## config.mk

```make
export PLATFORM = sky130hd
export DESIGN_NAME = battle_phase_sequencer
export DESIGN_NICKNAME = d
export VERILOG_FILES = /design/src/rtl/battle_phase_sequencer.sv
export SDC_FILE = /design/constraint.sdc
export NUM_CORES = 1
export LEC_CHECK = 0
export BUFFER_PORTS_ARGS = -buffer_cell sky130_fd_sc_hd__buf_2
export CAP_MARGIN = 40
export CORE_ASPECT_RATIO = 1.5
export CORE_MARGIN = 2
export CORE_UTILIZATION = 62
export DETAILED_ROUTE_END_ITERATION = 7
export PLACE_DENSITY = 0.84
export REMOVE_ABC_BUFFERS = 1
export SYNTH_ARGS = -nofsm -noshare
export SYNTH_HDL_FRONTEND = slang
export SYNTH_SLANG_ARGS = --single-unit
export TNS_END_PERCENT = 20
```

## constraint.sdc

```tcl
create_clock -name clk -period 3.2 [get_ports clk]
set_clock_uncertainty 0.15 [all_clocks]
set_input_delay 0.48 -clock clk [delete_from_list [all_inputs] [get_ports clk]]
set_output_delay 0.48 -clock clk [all_outputs]
set_load 0.01 [all_outputs]
```

## src/rtl/battle_phase_sequencer.sv

```systemverilog
// Battle-screen turn sequencer: walks gameplay phases on finish edges, pulses a round reset,
// and on game over latches into a timed, frame-locked end animation.
module battle_phase_sequencer #(
    parameter int unsigned N_PHASES     = 3,
    parameter int unsigned PHASE_W      = 3,
    parameter int unsigned ANIM_STAGES  = 4,
    parameter int unsigned STAGE_CYCLES = 130000000,
    parameter int unsigned FADE_DIV     = 8,
    parameter int unsigned FADE_MAX     = 15,
    parameter int unsigned ROUND_W      = 8
) (
    input  logic                clk,
    input  logic                rst,
    input  logic [N_PHASES-1:0] finish_in,
    input  logic                game_over_in,
    input  logic                frame_start_in,
    output logic [PHASE_W-1:0]  phase_out,
    output logic                round_rst_out,
    output logic [ROUND_W-1:0]  round_count_out,
    output logic                game_over_out,
    output logic [2:0]          anim_stage_out,
    output logic [3:0]          fade_level_out
);

    localparam int unsigned SC_W = (STAGE_CYCLES > 1) ? $clog2(STAGE_CYCLES) : 1;
    localparam int unsigned FD_W = ($clog2(FADE_DIV) > 3) ? $clog2(FADE_DIV) : 3;

    localparam logic [SC_W-1:0]    STAGE_LAST = SC_W'(STAGE_CYCLES - 1);
    localparam logic [FD_W-1:0]    DIV_LAST   = FD_W'(FADE_DIV - 1);
    localparam logic [2:0]         ANIM_LAST  = 3'(ANIM_STAGES - 1);
    localparam logic [3:0]         FADE_TOP   = 4'(FADE_MAX);
    localparam logic [PHASE_W-1:0] PHASE_LAST = PHASE_W'(N_PHASES - 1);

    localparam logic [1:0] StRun      = 2'd0;
    localparam logic [1:0] StRoundRst = 2'd1;
    localparam logic [1:0] StOver     = 2'd2;

    logic [1:0]          state_q, state_d;
    logic [PHASE_W-1:0]  phase_q, phase_d;
    logic                round_rst_q, round_rst_d;
    logic [ROUND_W-1:0]  round_cnt_q, round_cnt_d;
    logic [2:0]          anim_q, anim_d;
    logic [SC_W-1:0]     stage_cnt_q, stage_cnt_d;
    logic [FD_W-1:0]     frame_div_q, frame_div_d;
    logic [3:0]          fade_q, fade_d;
    logic [N_PHASES-1:0] finish_prev_q;
    logic                game_over_prev_q;

    logic [N_PHASES-1:0] finish_rise;
    logic                phase_rise;
    logic                game_over_rise;

    assign finish_rise    = finish_in & ~finish_prev_q;
    // Only the active phase's flag can advance the sequence; other edges are dropped.
    assign phase_rise     = |(finish_rise & (N_PHASES'(1) << phase_q));
    assign game_over_rise = game_over_in & ~game_over_prev_q;

    always_comb begin
        state_d     = state_q;
        phase_d     = phase_q;
        round_rst_d = 1'b0;
        round_cnt_d = round_cnt_q;
        anim_d      = anim_q;
        stage_cnt_d = stage_cnt_q;
        frame_div_d = frame_div_q;
        fade_d      = fade_q;
        case (state_q)
            StRun, StRoundRst: begin
                if (game_over_rise) begin
                    state_d     = StOver;
                    anim_d      = 3'd0;
                    stage_cnt_d = '0;
                    frame_div_d = '0;
                    fade_d      = 4'd0;
                end else if (state_q == StRoundRst) begin
                    state_d = StRun;
                end else if (phase_rise) begin
                    if (phase_q == PHASE_LAST) begin
                        state_d     = StRoundRst;
                        round_rst_d = 1'b1;
                        phase_d     = '0;
                        if (!(&round_cnt_q)) round_cnt_d = round_cnt_q + 1'b1;
                    end else begin
                        phase_d = phase_q + 1'b1;
                    end
                end
            end
            StOver: begin
                if (anim_q < ANIM_LAST) begin
                    if (stage_cnt_q == STAGE_LAST) begin
                        anim_d      = anim_q + 1'b1;
                        stage_cnt_d = '0;
                    end else begin
                        stage_cnt_d = stage_cnt_q + 1'b1;
                    end
                end else if (frame_start_in) begin
                    if (frame_div_q == DIV_LAST) begin
                        frame_div_d = '0;
                        if (fade_q < FADE_TOP) fade_d = fade_q + 1'b1;
                    end else begin
                        frame_div_d = frame_div_q + 1'b1;
                    end
                end
            end
            default: state_d = StRun;
        endcase
    end

    always_ff @(posedge clk) begin
        if (rst) begin
            state_q     <= StRun;
            phase_q     <= '0;
            round_rst_q <= 1'b0;
            round_cnt_q <= '0;
            anim_q      <= 3'd0;
            stage_cnt_q <= '0;
            frame_div_q <= '0;
            fade_q      <= 4'd0;
        end else begin
            state_q     <= state_d;
            phase_q     <= phase_d;
            round_rst_q <= round_rst_d;
            round_cnt_q <= round_cnt_d;
            anim_q      <= anim_d;
            stage_cnt_q <= stage_cnt_d;
            frame_div_q <= frame_div_d;
            fade_q      <= fade_d;
        end
    end

    // Edge history loads during reset too, so a level already high at release is not an edge.
    always_ff @(posedge clk) begin
        finish_prev_q    <= finish_in;
        game_over_prev_q <= game_over_in;
    end

    assign phase_out       = phase_q;
    assign round_rst_out   = round_rst_q;
    assign round_count_out = round_cnt_q;
    assign game_over_out   = (state_q == StOver);
    assign anim_stage_out  = anim_q;
    assign fade_level_out  = fade_q;

endmodule

```

After elaboration in Yosys (flattened, before gate mapping)
Index checks and enable logic that the tools add are counted.
Word-level totals
  latch bits: 0
  memory bits (writable): 0
  input bits: 7
  bits in registers: 55
  memory bits (read-only): 0
  memories kept: 0
Cells by class
  reduce and logical (&&, ||, !) cells: 13
  muxes and demuxes: 25
  shift operators: 1
  divide/modulo/power cells: 0
  magnitude comparators: 2
  add/subtract/negate cells: 6
  multiply operators: 0
  eq/ne operators: 14
  bitwise logic cells: 11
Operators by type and width (number)
  27-bit 2-to-1 mux: 3
  27-bit one-hot mux with 2 select lines: 1
  27-bit by 1-bit adder with 27-bit output, second input constant: 1
  27-bit == test, second input constant: 1
  3-bit 2-to-1 mux: 7
  4-bit 2-to-1 mux: 5
  3-bit one-hot mux with 2 select lines: 2
  4-bit AND reduction: 3
  6-bit AND reduction: 2
  3-bit by 1-bit adder with 3-bit output, second input constant: 3
  8-bit by 1-bit adder with 8-bit output, second input constant: 1
  2-bit 2-to-1 mux: 4
  2-bit by 1-bit inequality test with 1-bit output, second input constant: 4
  4-bit inequality test, second input constant: 2
  4-bit one-hot mux with 2 select lines: 1
  8-bit AND reduction: 1
  1-bit inverter: 7
  3-bit bitwise AND: 2
  2-bit inequality test, second input constant: 3
  3-bit AND reduction: 2
  5-bit OR reduction: 1
  4-bit by 1-bit adder with 4-bit output, second input constant: 1
  4-bit less-than comparator, second input constant: 1
  2-bit one-hot mux with 2 select lines: 1
  13 further kinds: 13

Longest topological paths before layout
  depth after elaboration: 8
  depth in mapped cells: 8

Worst setup path before layout
No wires, ideal clock.
  path type: reg2reg
  from: register stage_cnt_q[0]
  to: register stage_cnt_q[12]
  path buffers: 2
  clock period less this slack: 2.167 ns
  path slack: 1.033 ns
  arrival time: 1.892 ns
  cell stages (with the launch flop): 9
  cells stage by stage: dfxtp_1 ha_1 nand3_1 or2_1 buf_6 o41a_4 o21bai_2 buf_4 a21oi_1
On the way
  longest elaborated chain between the ends: 4
  elaborated cells on any way between the ends: 5
RTL lines
  from (decl): RTL line 43  | logic [SC_W-1:0] stage_cnt_q, stage_cnt_d;
  from (signal assigned): RTL line 125  | stage_cnt_q <= stage_cnt_d;
  27-bit by 1-bit adder with 27-bit output / 27-bit == test (equally long branches): RTL line 94, 90
  27-bit 2-to-1 mux *: RTL line 90  | if (stage_cnt_q == STAGE_LAST) begin
  27-bit 2-to-1 mux *: RTL line 89  | if (anim_q < ANIM_LAST) begin
  27-bit one-hot mux with 2 select lines *: RTL line 67  | case (state_q)
Mark *: on every way between the ends. The rest lies on a longest branch, timed or not. The select of a mux whose other input is x is not followed.
A chain may end at the register's enable or synchronous reset.

Worst setup path in the final report
  from: register stage_cnt_q[0]
  to: register stage_cnt_q[22]
Same word-level chain as after synthesis.

==> results_dict.tcl <==
set metrics [dict create \
    status "finished, final reports clean" \
    netSwitchingFraction_pct 23.2 \
    grt_pass1_wl_mm 9.47 \
    crit_path_start "stage_cnt_q[0]$_SDFFE_PP0P_" \
    synth_cells 305 \
    fp.coreArea_sq_um 3990 \
    synth_compound_area_share_pct 12.6 \
    critPathKind "register to register" \
    combPwrFrac_pct 7.1 \
    path_cells "ha_1 -> nand3_1 -> or2_1 -> o41a_4 -> o21bai_2 -> buf_4 -> nor2_1" \
    h-tree-depth 2 \
    fin_crit_sh_pct 75.4 \
    crit_path_top_delay_cell "o41a_4" \
    drt.antenna.violating_nets 0 \
    cp_data_arrival_time_ns 2.46 \
    cts_hold_buffers 0 \
    finalSetupTns_ns 0 \
    ys_async_sr_fraction_pct 0 \
    cts_setup_buffers 0 \
    r2r_start "stage_cnt_q[0]$_SDFFE_PP0P_" \
    hold_viol_final 0 \
    hpwl_mm 3.76 \
    cp-end-kind "register" \
    worstPathRequired_ns 3.25 \
    numPortBuffers 26 \
    mostFrequentLayoutCells "dfxtp_1, nor2_1, buf_2" \
    die_area_sq_um 4760 \
    route.detailed.drc 0 \
    antenna_cells 0 \
    clkLatencyLatePin_ns 0.31 \
    intPower_mw 0.976 \
    vias_per_cell 6.15 \
    synth-main-ff-cell "dfxtp_1" \
    critPathMaxFanout 23 \
    seqPwrFrac_pct 55.3 \
    antenna_found_initial 0 \
    yosysWarnings 0 \
    grtUsageTotal_pct 24.0 \
    synth_edf_count 0 \
    p_total_mw 1.27 \
    synth_simple_gate_area_share_pct 30.1 \
    power-per-cell-area_nw_per_um2 441 \
    hp-start "finish_in[0]" \
    synth-seq-area-share_pct 42.1 \
    wl_per_cell_microns 14.7 \
    first_pass_iters 4 \
    final_common_cell "dfxtp_1" \
    maxCapViolCount 0 \
    cp-start-kind "register" \
    io_pins 27 \
    gp_congestion 0.803 \
    drv_slew 0 \
    clkSlewWorstSetupHoldPaths_ns 0.10 \
    die_h_microns 83.5 \
    synth_top_family_by_area "simple AND/OR/NAND/NOR gates" \
    synth_xor_area_share_pct 7.71 \
    p_sw_mw 0.295 \
    pwr-share-clk_pct 37.6 \
    synthAdderAreaFrac_pct 2.87 \
    min_path_type "input port to register" \
    synth.avg_cell_area_sq_um 8.57 \
    maxSlewHeadroom_pct 48.6 \
    grt-busiest-layer "met2" \
    grt_setup_unrepaired "no" \
    fmax_mhz 414 \
    worst_slew_pin_slew_ns 0.772 \
    clockBufferDepth 2 \
    cts_sinks 55 \
    ir_drop_mv 0.450 \
    root_buffer "clkbuf_8" \
    use_met1_pct 28.9 \
    drt_iter0_markers 132 \
    fin_hold_ws_ns 0.125 \
    start_util_pct 65.4 \
    cp_slowest_stage_delay_ns 0.52 \
    syn2layout_area_growth_pct 10.3 \
    rows 28 \
    fillCellCount 325 \
    synthMuxAreaShare_pct 0.814 \
    leakage_nw 1.06 \
    die_w_microns 57 \
    drive_gt1_share_pct 14.2 \
    syn-cell-area_sq_um 2610 \
    grt-ovfl-total 0 \
    multiInputGateArea_sq_um 1410 \
    setup_viol 0 \
    met2_usage_pct 40.8 \
    ys_types 47 \
    grt_pass1_vias 2172 \
    cts_tree "done" \
    routed_wl_mm 5.50 \
    grt_util_met3_pct 4.65 \
    regArea_sq_um 1100 \
    cts_made_buffers 5 \
    finalNonFillerCells 375 \
    cts_resized 0 \
    grt_max_degree 27 \
    placed_cells 367 \
    period_minus_slack_ns 2.41 \
    nets 342 \
    vias 2306 \
    ys_seq_elements 55 \
]
## kinds of logic (layout without fill, tap and decap cells)
group,after synthesis,after routing
AO/OA/AOI/OAI,53,53
multiplexers,2,2
buffers and inverters,21,46
AND/OR/NAND/NOR,145,145
flip-flops,55,55
adder cells (fa/ha/maj),6,6
XOR/XNOR,23,23
## registers in the layout, indices dropped and copies added (netlist names)
name and cells:
game_over_prev_q 1, stage_cnt_q 27, fade_level_out 4, state_q 2, round_count_out 8, frame_div_q 3, finish_prev_q 3, anim_stage_out 3
round_rst_out 1, phase_out 3
## area by class of cell
type | count | share of cell area, %
Multi-Input combinational cell | 229 | 49.0
Clock buffer | 6 | 2.87
Timing Repair Buffer | 31 | 5.82
Tap cell | 45 | 1.95
Clock inverter | 2 | 1.22
Inverter | 7 | 0.912
Sequential cell | 55 | 38.2
## synthesized netlist by cell type (all sizes together) (2+ instances only)
master	instances	share of area, %
clkbuf	10	1.5
nor4bb	2	0.77
nand3	24	4.6
dfxtp	55	42
nor4	10	2.4
nor2b	4	0.96
o21ai	11	2.1
and4	2	0.67
xnor2	9	3.0
a21o	2	0.57
or4	5	1.4
nor2	33	4.7
nor3b	3	0.86
inv	6	0.86
o31ai	7	2.0
or3	5	1.2
xor2	14	4.7
a21oi	26	5.1
ha	6	2.9
nand4	16	3.8
and3	7	1.7
nand2b	3	0.72
nand2	15	2.3
or3b	2	0.67
nor3	9	1.7
buf	4	1.3
## power groups by stage
stage                     Sequential, mW  Combinational (mW)  Clock, mW
after global placement             0.718              0.0867          0
after global routing               0.705              0.0997      0.509
after detailed placement           0.719              0.0895          0
after CTS                          0.703              0.0902      0.484
after floorplan                    0.719              0.0537          0
final                              0.703              0.0902      0.478
## worst max-delay path, delay by kind of cell (launching register included)
family,cells,cell delay [ns]
DFF,1,0.43
AOI/OAI and AO/OA,2,0.68
adders and majority gates,1,0.22
and+or+nand+nor,3,0.54
buffers and inverters,1,0.28
## routing by layer
metal	share of wire, %	vias to the layer above
met3	3.2	9
met4	1.5	0
met2	52	45
li1	-	1154
met5	0	-
met1	44	1098
## final timing paths
kind | to | slack (ns) | depth (start not counted)
hold reg to reg | frame_div_q[1]$_SDFFE_PP0P_ | 0.34 | 2
hold / removal | finish_prev_q[0]$_DFF_P_ | 0.13 | 1
setup reg to reg | stage_cnt_q[22]$_SDFFE_PP0P_ | 0.79 | 7
setup / recovery | stage_cnt_q[22]$_SDFFE_PP0P_ | 0.79 | 7
## stage by stage
| step | utilization [%] | cell area (sq um) | setup slack, ns |
|---|---|---|---|
| floorplan | - | 2540 | 0.775 |
| global placement | 69.0 | 2760 | 0.803 |
| detailed placement | 69.2 | 2760 | 0.835 |
| CTS | 72.1 | 2880 | 0.811 |
| global route | 72.1 | 2880 | 0.621 |
| finish | 72.1 | 2880 | 0.786 |
Note: power is estimated with default switching activity, not from simulation.
